===== src/rtl/gcd_pkg.sv =====
// Shared types and default sizing for the subtractive GCD engine.
package gcd_pkg;

    localparam int GCD_W_DEF     = 16;
    localparam int GCD_CNT_W_DEF = 8;

    typedef enum logic [1:0] {
        IDLE = 2'd0,
        CALC = 2'd1,
        DONE = 2'd2
    } gcd_state_t;

endpackage : gcd_pkg


===== src/rtl/gcd_engine_if.sv =====
// Operand/result handshake bundle between a producer/consumer and gcd_engine.
interface gcd_engine_if #(
    parameter int W     = gcd_pkg::GCD_W_DEF,
    parameter int CNT_W = gcd_pkg::GCD_CNT_W_DEF
);
    logic             in_valid;
    logic             in_ready;
    logic [W-1:0]     in_a;
    logic [W-1:0]     in_b;
    logic             abort;
    logic             out_valid;
    logic             out_ready;
    logic [W-1:0]     result;
    logic [CNT_W-1:0] cycles;

    modport master (
        output in_valid,
        output in_a,
        output in_b,
        output abort,
        output out_ready,
        input  in_ready,
        input  out_valid,
        input  result,
        input  cycles
    );

    modport slave (
        input  in_valid,
        input  in_a,
        input  in_b,
        input  abort,
        input  out_ready,
        output in_ready,
        output out_valid,
        output result,
        output cycles
    );

endinterface : gcd_engine_if


===== src/rtl/gcd_datapath.sv =====
// A/B operand registers, compare/subtract/swap step logic, result register and
// saturating step counter, all sequenced by the gcd_engine control FSM.
module gcd_datapath
    import gcd_pkg::*;
#(
    parameter int W     = GCD_W_DEF,
    parameter int CNT_W = GCD_CNT_W_DEF
) (
    input  logic             clk,
    input  logic             rst_n,
    input  logic             load,
    input  logic             cnt_en,
    input  logic             swap,
    input  logic             sub,
    input  logic             done,
    input  logic [W-1:0]     in_a,
    input  logic [W-1:0]     in_b,
    output logic             a_zero,
    output logic             b_lt_a,
    output logic [W-1:0]     result,
    output logic [CNT_W-1:0] cycles
);

    localparam logic [CNT_W-1:0] CNT_MAX = {CNT_W{1'b1}};

    logic [W-1:0] a;
    logic [W-1:0] b;
    logic [W-1:0] diff;

    assign a_zero = (a == '0);
    assign b_lt_a = (b < a);
    // Only selected when b >= a, so the unsigned difference never wraps.
    assign diff   = b - a;

    always_ff @(posedge clk or negedge rst_n) begin
        if (!rst_n) begin
            a      <= '0;
            b      <= '0;
            result <= '0;
            cycles <= '0;
        end else if (load) begin
            a      <= in_a;
            b      <= in_b;
            cycles <= '0;
        end else begin
            if (swap) begin
                a <= b;
                b <= a;
            end else if (sub) begin
                b <= diff;
            end
            if (done) begin
                result <= b;
            end
            if (cnt_en && (cycles != CNT_MAX)) begin
                cycles <= cycles + CNT_W'(1);
            end
        end
    end

endmodule : gcd_datapath


===== src/rtl/gcd_engine.sv =====
// Subtractive GCD engine: control FSM plus gcd_datapath, with a valid/ready
// operand port, valid/ready result port and an abort for runs in progress.
module gcd_engine
    import gcd_pkg::*;
#(
    parameter int W     = GCD_W_DEF,
    parameter int CNT_W = GCD_CNT_W_DEF
) (
    input  logic         clk,
    input  logic         rst_n,
    gcd_engine_if.slave  bus
);

    // state | meaning
    // IDLE  | waiting for an operand pair; in_ready high
    // CALC  | one compare/swap/subtract step per cycle until A reaches 0
    // DONE  | result and cycles held; out_valid high until out_ready

    gcd_state_t state;
    gcd_state_t state_nx;

    logic load;
    logic cnt_en;
    logic swap;
    logic sub;
    logic done;
    logic a_zero;
    logic b_lt_a;

    always_ff @(posedge clk or negedge rst_n) begin
        if (!rst_n) begin
            state <= IDLE;
        end else begin
            state <= state_nx;
        end
    end

    always_comb begin
        state_nx = state;
        case (state)
            IDLE: begin
                if (bus.in_valid) begin
                    state_nx = CALC;
                end
            end
            CALC: begin
                if (bus.abort) begin
                    state_nx = IDLE;
                end else if (a_zero) begin
                    state_nx = DONE;
                end
            end
            DONE: begin
                if (bus.out_ready) begin
                    state_nx = IDLE;
                end
            end
            default: state_nx = IDLE;
        endcase
    end

    // Abort wins over the step so a cancelled run never writes a result.
    always_comb begin
        load   = 1'b0;
        cnt_en = 1'b0;
        swap   = 1'b0;
        sub    = 1'b0;
        done   = 1'b0;
        case (state)
            IDLE: begin
                load = bus.in_valid;
            end
            CALC: begin
                if (!bus.abort) begin
                    cnt_en = 1'b1;
                    if (a_zero) begin
                        done = 1'b1;
                    end else if (b_lt_a) begin
                        swap = 1'b1;
                    end else begin
                        sub = 1'b1;
                    end
                end
            end
            default: ;
        endcase
    end

    assign bus.in_ready  = (state == IDLE);
    assign bus.out_valid = (state == DONE);

    gcd_datapath #(
        .W     (W),
        .CNT_W (CNT_W)
    ) u_datapath (
        .clk    (clk),
        .rst_n  (rst_n),
        .load   (load),
        .cnt_en (cnt_en),
        .swap   (swap),
        .sub    (sub),
        .done   (done),
        .in_a   (bus.in_a),
        .in_b   (bus.in_b),
        .a_zero (a_zero),
        .b_lt_a (b_lt_a),
        .result (bus.result),
        .cycles (bus.cycles)
    );

endmodule : gcd_engine


===== src/flat_wrapper.sv =====
// flat-port wrapper written by rule: the top's interface ports become plain ports
module gcd_engine_flat import gcd_pkg::*;
#(
    parameter int W     = GCD_W_DEF,
    parameter int CNT_W = GCD_CNT_W_DEF
)
  (clk, rst_n, bus_in_valid, bus_in_a, bus_in_b, bus_abort, bus_out_ready, bus_in_ready, bus_out_valid, bus_result, bus_cycles);
  gcd_engine_if #(.W(W), .CNT_W(CNT_W)) bus_i ();
  input  logic clk;
  input  logic rst_n;
  input wire logic [$bits(bus_i.in_valid)-1:0] bus_in_valid;
  input wire logic [$bits(bus_i.in_a)-1:0] bus_in_a;
  input wire logic [$bits(bus_i.in_b)-1:0] bus_in_b;
  input wire logic [$bits(bus_i.abort)-1:0] bus_abort;
  input wire logic [$bits(bus_i.out_ready)-1:0] bus_out_ready;
  output wire logic [$bits(bus_i.in_ready)-1:0] bus_in_ready;
  output wire logic [$bits(bus_i.out_valid)-1:0] bus_out_valid;
  output wire logic [$bits(bus_i.result)-1:0] bus_result;
  output wire logic [$bits(bus_i.cycles)-1:0] bus_cycles;
  assign bus_i.in_valid = bus_in_valid;
  assign bus_i.in_a = bus_in_a;
  assign bus_i.in_b = bus_in_b;
  assign bus_i.abort = bus_abort;
  assign bus_i.out_ready = bus_out_ready;
  assign bus_in_ready = bus_i.in_ready;
  assign bus_out_valid = bus_i.out_valid;
  assign bus_result = bus_i.result;
  assign bus_cycles = bus_i.cycles;
  gcd_engine #(.W(W), .CNT_W(CNT_W)) u_core (.clk(clk), .rst_n(rst_n), .bus(bus_i));
endmodule

===== config.mk =====
export PLATFORM = sky130hd
export DESIGN_NAME = gcd_engine_flat
export DESIGN_NICKNAME = d
export VERILOG_FILES = /design/src/rtl/gcd_pkg.sv /design/src/rtl/gcd_engine_if.sv /design/src/rtl/gcd_datapath.sv /design/src/rtl/gcd_engine.sv /design/src/flat_wrapper.sv
export SDC_FILE = /design/constraint.sdc
export NUM_CORES = 1
export LEC_CHECK = 0
export ABC_AREA = 1
export CORE_MARGIN = 3
export CORE_UTILIZATION = 40
export DETAILED_ROUTE_END_ITERATION = 8
export PLACE_DENSITY = 0.74
export SETUP_SLACK_MARGIN = 0.2
export SLEW_MARGIN = 20
export SYNTH_ARGS = -nofsm -noshare
export SYNTH_HDL_FRONTEND = slang
export SYNTH_SLANG_ARGS = --single-unit

===== constraint.sdc =====
create_clock -name clk -period 2.8 [get_ports clk]
set_input_delay 0.56 -clock clk [delete_from_list [all_inputs] [get_ports clk]]
set_output_delay 0.56 -clock clk [all_outputs]
set_load 0.01 [all_outputs]

# ---- Word level (Yosys, flattened, before mapping)
# Cells that the tools add are included.
dict set report classes {
  mux 26
  eq_ne 6
  bitwise_logic 1
  reduce_logical 8
  addsub 2
  magnitude_cmp 1
}
# cell count
set op_table {}
lappend op_table {{$mux 16} 5}
lappend op_table {{$logic_not 16->1} 1}
lappend op_table {{$lt 16x16->1} 1}
lappend op_table {{$mux 8} 2}
lappend op_table {{$sub 16x16->16} 1}
lappend op_table {{$mux 1} 14}
lappend op_table {{$add 8x1->8 const B} 1}
lappend op_table {{$mux 2} 4}
lappend op_table {{$ne 8x8->1 const B} 1}
lappend op_table {{$pmux 2 s3} 1}
lappend op_table {{$ne 2x2->1 const B} 2}
lappend op_table {{$reduce_bool 2->1} 2}
lappend op_table {{$ne 3x2->1 const B} 1}
lappend op_table {{$reduce_and 3->1} 1}
lappend op_table {{$reduce_bool 3->1} 1}
lappend op_table {{$eq 2x1->1 const B} 1}
lappend op_table {{$eq 2x2->1 const B} 1}
lappend op_table {{$logic_not 2->1} 1}
lappend op_table {{$reduce_and 2->1} 1}
lappend op_table {{$logic_and 1x1->1} 1}
lappend op_table {{$not 1->1} 1}
dict set report totals {
  in_bits 37
  out_inout_bits 26
  elab_cells 49
  register_bits 58
}

# ---- Longest topological paths before layout
dict set report depth {
  word_depth 8
  mapped_depth 16
  mapped_depth_nobuf 16
}

# ---- Hierarchy
# A second synthesis with hierarchy kept.
dict set report unflattened {
  hier_cells 531
  area_unflattened_um2 3732.3
}
# module seq_area_each_um2 cells_per_inst area_each_um2 n_inst
set modules_own_cells {}
lappend modules_own_cells {gcd_datapath 1401.3 504 3582.2 1}
lappend modules_own_cells {gcd_engine 50.0 27 150.1 1}

# ---- Least setup slack after synthesis
# No wires, ideal clock.
dict set report synth_path {
  path_type {register to register}
  start {reg u_core.u_datapath.b[0]}
  end {reg u_core.u_datapath.b[6]}
  stages_incl_launch_ff 16
  setup_slack_ns 0.722
  required_ns 2.684
  setup_ns 0.116
  path_buffers 1
  synth_period_minus_slack_ns 2.078
  arrival_ns 1.961
  cell_sequence {dfrtp_1 > inv_1 > ha_1 > inv_1 > fa_1 > nand3_1 > nand2_1 > nand2_1 > nand2_1 > nand3_2 > nand3_4 > buf_4 > nand2_1 > nand3_1 > nand2_1 > nand2_1}
}
dict set report synth_via {
  elab_chain_len 7
  word_cells_on_any_way 14
  cone_classes {1 x add/sub; 1 x order compare; 11 x mux; 1 x reduce/logical}
}
# item line
set synth_rtl {}
lappend synth_rtl {{start: declaration} gcd_datapath.sv:27} ;# logic [W-1:0] b;
lappend synth_rtl {{start signal: assignment} gcd_datapath.sv:43} ;# b <= in_b;
lappend synth_rtl {{start signal: assignment} gcd_datapath.sv:50} ;# b <= diff;
lappend synth_rtl {{$lt 16x16->1} gcd_datapath.sv:31} ;# assign b_lt_a = (b < a);
lappend synth_rtl {{$mux 1} gcd_engine.sv:78} ;# end else if (b_lt_a) begin
lappend synth_rtl {{$mux 1} gcd_engine.sv:76} ;# if (a_zero) begin
lappend synth_rtl {{$mux 1} gcd_engine.sv:74} ;# if (!bus.abort) begin
lappend synth_rtl {{$mux 1} gcd_engine.sv:69} ;# case (state)
lappend synth_rtl {{$mux 16} gcd_datapath.sv:46} ;# if (swap) begin
lappend synth_rtl {{$mux 16} gcd_datapath.sv:41} ;# end else if (load) begin
# Parallel ways exist; a longest one is shown, timed or not. The select of a mux whose other input is x is not followed.
# A chain may end at the register's enable or synchronous reset.

# ---- Worst setup path in the final report
dict set report layout_path {
  start {reg u_core.u_datapath.a[0]}
  end {reg u_core.u_datapath.b[1]}
}
dict set report layout_via {
  elab_chain_len 7
  word_cells_on_any_way 15
  cone_classes {1 x add/sub; 1 x order compare; 11 x mux; 2 x reduce/logical}
}
# item line
set layout_rtl {}
lappend layout_rtl {{start: declaration} gcd_datapath.sv:26} ;# logic [W-1:0] a;
lappend layout_rtl {{start signal: assignment} gcd_datapath.sv:42} ;# a <= in_a;
lappend layout_rtl {{$lt 16x16->1} gcd_datapath.sv:31}
lappend layout_rtl {{$mux 1} gcd_engine.sv:78}
lappend layout_rtl {{$mux 1} gcd_engine.sv:76}
lappend layout_rtl {{$mux 1} gcd_engine.sv:74}
lappend layout_rtl {{$mux 1} gcd_engine.sv:69}
lappend layout_rtl {{$mux 16} gcd_datapath.sv:46}
lappend layout_rtl {{$mux 16} gcd_datapath.sv:41}
# Parallel ways exist; a longest one is shown, timed or not. The select of a mux whose other input is x is not followed.

==> results.toml <==
[run_status]
status = "finished clean"

[sta]
setup_tns_ns = 0
tightestPinTransition_ns = 0.532
rsz0062_at_grt = "no"
maxClockFrequency_mhz = 425
fin_crit_sh = 0.840
finalSetupViolations = 0
finalHoldViolCount = 0
slew_headroom = 0.646
drv_slew = 0
period_needed_ns = 2.35
fin_worst_skew_ns = 0.00959

[clock_tree]
postCtsSetupRepairBufs = 0
clock_latency_ns = 0.34
path_clk_slew_ns = 0.07
cts_hold_buf = 0
ctsHtreeMaxLevel = 3
cts.path.max_buffers = 2
numCtsBuffers = 9
clock_tree.root_cell = "clkbuf_8"
numClockSinks = 58
ctsResizeCount = 0
cts_tree = "yes"

[routing]
wl_per_cell_um = 13.7
dr.pass1.iters = 5
route.detailed.drc = 0
ant_nets = 0
via_count = 3875
routed_wl_mm = 10.5
drtIter0Drc = 215
drt-vias-per-instance = 5.05

[worst_setup_path]
path_cells = "ha_1 > inv_1 > fa_1 > nand3_1 > nand2_1 > nand2_1 > nand2_1 > nand3_2 > nand3_4 > buf_4 > nand2_1 > nand3_1 > nand2_1 > nand2_1"
crit_top_cell = "nand2_1"
path_max_fanout = 12
slowest_delay_ns = 0.45
r2r_slack_ns = 0.45
slowest_stage = "dfrtp_1"
crit_arrival_ns = 2.58
r2r_end = "u_core.u_datapath.b[1]"
start_kind = "flop"
crit_path_end_kind = "flop"
cp.required_ns = 3.03
r2r-start = "u_core.u_datapath.a[0]"
crit_family = "simple AND/OR/NAND/NOR gates"
crit_type = "flop to flop"
crit_buf_inv = 2
r2r_cells = 14

[power]
p_sw_w = 0.00277
power_frac_seq = 0.232
clockPowerShare = 0.154
p_leak_nw = 2.54
power_density_nw_per_um2 = 1160
swShare = 0.488
internal_power_w = 0.00291
power_w = 0.00568
pwr-share-comb = 0.614
peakVddDrop_mv = 0.407

[final_layout]
area_delta_synth_final_pct = 25.5
antenna_cells = 0
final_common_cell = "nand2_1"
layout.nets = 688
drive_gt1_frac = 0.0580
final_cell_mix = "nand2_1 (191), inv_1 (79), clkdlybuf4s50_1 (61)"

[synth]
synth_cells = 571
yosys_warnings = 0
syn_nets = 626
synth.yosys.seq_area_share = 0.372
yosys_most_used_dff = "dfrtp_1"
synth-edff-count = 0
ys_ff_latch = 58
async_reset_ff_frac = 1.00
ys_types = 33
avgSynthCellArea_um2 = 6.84
syn_area_um2 = 3900

[global_route]
grt_pass1_vias = 3731
overflow = 0
grt_max_degree = 72
antenna_found_initial = 0
grt_use_total = 0.198
grt_pass1_wl_mm = 17.7

[floorplanning]
ioPinCount = 63
die_h_um = 105
die_x_um = 105
num_rows = 35
core_um2 = 9370
initial_core_util = 0.417
die_area_um2 = 11000

[placed_design]
gp_congestion = 0.905
place_hpwl_mm = 7.85
numPortBuffers = 62

[run]
max-cap-violations = 0

[worst_hold_path]
min-delay-path-class = "input pin to asynchronous set/reset pin"
==> worst max-delay path by stage <==
| stage | slack [ns] | start | end | depth (start not counted) |
|---|---|---|---|---|
| global placement | 0.47 | u_core.u_datapath.b[0] | u_core.u_datapath.b[15] | 15 |
| floorplan | 0.72 | u_core.u_datapath.b[0] | u_core.u_datapath.b[6] | 15 |
| CTS | 0.42 | u_core.u_datapath.b[0] | u_core.u_datapath.a[1] | 13 |
| global route | 0.23 | u_core.u_datapath.b[0] | u_core.u_datapath.b[0] | 15 |
| detailed placement | 0.44 | u_core.u_datapath.b[0] | u_core.u_datapath.a[1] | 13 |
| finish | 0.45 | u_core.u_datapath.a[0] | u_core.u_datapath.b[1] | 14 |
==> power groups by stage <==
| stage | logic [W] | registers [W] | clock network (W) |
|---|---|---|---|
| after CTS | 0.00345 | 0.00131 | 0.000889 |
| after global placement | 0.00337 | 0.00131 | 0 |
| after detailed placement | 0.00345 | 0.00132 | 0 |
| after global routing | 0.00403 | 0.00135 | 0.000922 |
| after floorplan | 0.00265 | 0.00126 | 0 |
| final | 0.00349 | 0.00132 | 0.000874 |
==> final cells by class <==
cell class | count | area [um2]
multi-input cells | 414 | 2080
flip-flops and latches | 58 | 1450
repair buffers | 71 | 696
fillers | 918 | 4470
clock buffers | 11 | 141
inverters | 79 | 297
clock inverters | 5 | 77.6
well taps | 129 | 161
==> worst reg2reg max path, delay by kind of cell, from the launching register on <==
kind	cells	cell delay, ns
flops	1	0.45
fa+ha+maj	2	0.62
buf+inv	2	0.28
simple gates	10	0.91
==> metrics by stage <==
stage	cells	hold slack (ns)	instance area (um2)	util	setup slack, ns
final	767	0.197	4900	0.523	0.448
after global routing	767	0.224	4900	0.523	0.234
after CTS	767	0.201	4890	0.522	0.424
after detailed placement	751	0.466	4670	0.499	0.442
after global placement	751	0.466	4670	0.499	0.469
after floorplan	571	0.264	3910	-	0.722
==> synth_stat cells (2+ instances only) <==
cell / number / share of area
nor2_1: 58 / 0.056
clkbuf_1: 11 / 0.011
or2_2: 2 / 0.0032
a31oi_1: 2 / 0.0032
o211ai_1: 15 / 0.029
xor2_1: 7 / 0.016
nand2_1: 192 / 0.18
nor3_1: 3 / 0.0038
ha_1: 17 / 0.054
nand3b_1: 2 / 0.0038
nand4_1: 18 / 0.029
and2_1: 2 / 0.0032
buf_4: 3 / 0.0058
dfrtp_1: 58 / 0.37
nand3_1: 35 / 0.045
inv_1: 79 / 0.076
o21ai_0: 36 / 0.046
a21oi_1: 12 / 0.015
buf_2: 5 / 0.0064
==> metal layers <==
| metal | up-vias | track usage | wire length (um) |
|---|---|---|---|
| met5 | - | 0 | 0 |
| met4 | 0 | 0.0553 | 116 |
| met3 | 10 | 0.0377 | 614 |
| met2 | 112 | 0.307 | 4810 |
| met1 | 1806 | 0.281 | 4940 |
| li1 | 1947 | - | - |
==> state kept, by name, summed over array words and instances (netlist names) <==
| name | cells |
|---|---|
| u_core.u_datapath.result | 16 |
| u_core.u_datapath.b | 16 |
| u_core.u_datapath.cycles | 8 |
| u_core.state | 2 |
| u_core.u_datapath.a | 16 |
==> cell families (layout without fill, tap and decap cells) <==
kind of cell | Yosys count | count (layout) | synth area share
buf+inv | 99 | 166 | 0.100
fa+ha+maj | 18 | 18 | 0.0596
compound gates | 70 | 70 | 0.107
simple gates | 318 | 318 | 0.344
xor+xnor | 8 | 8 | 0.0179
flops | 58 | 58 | 0.372
(Power assumes the default switching activity.)
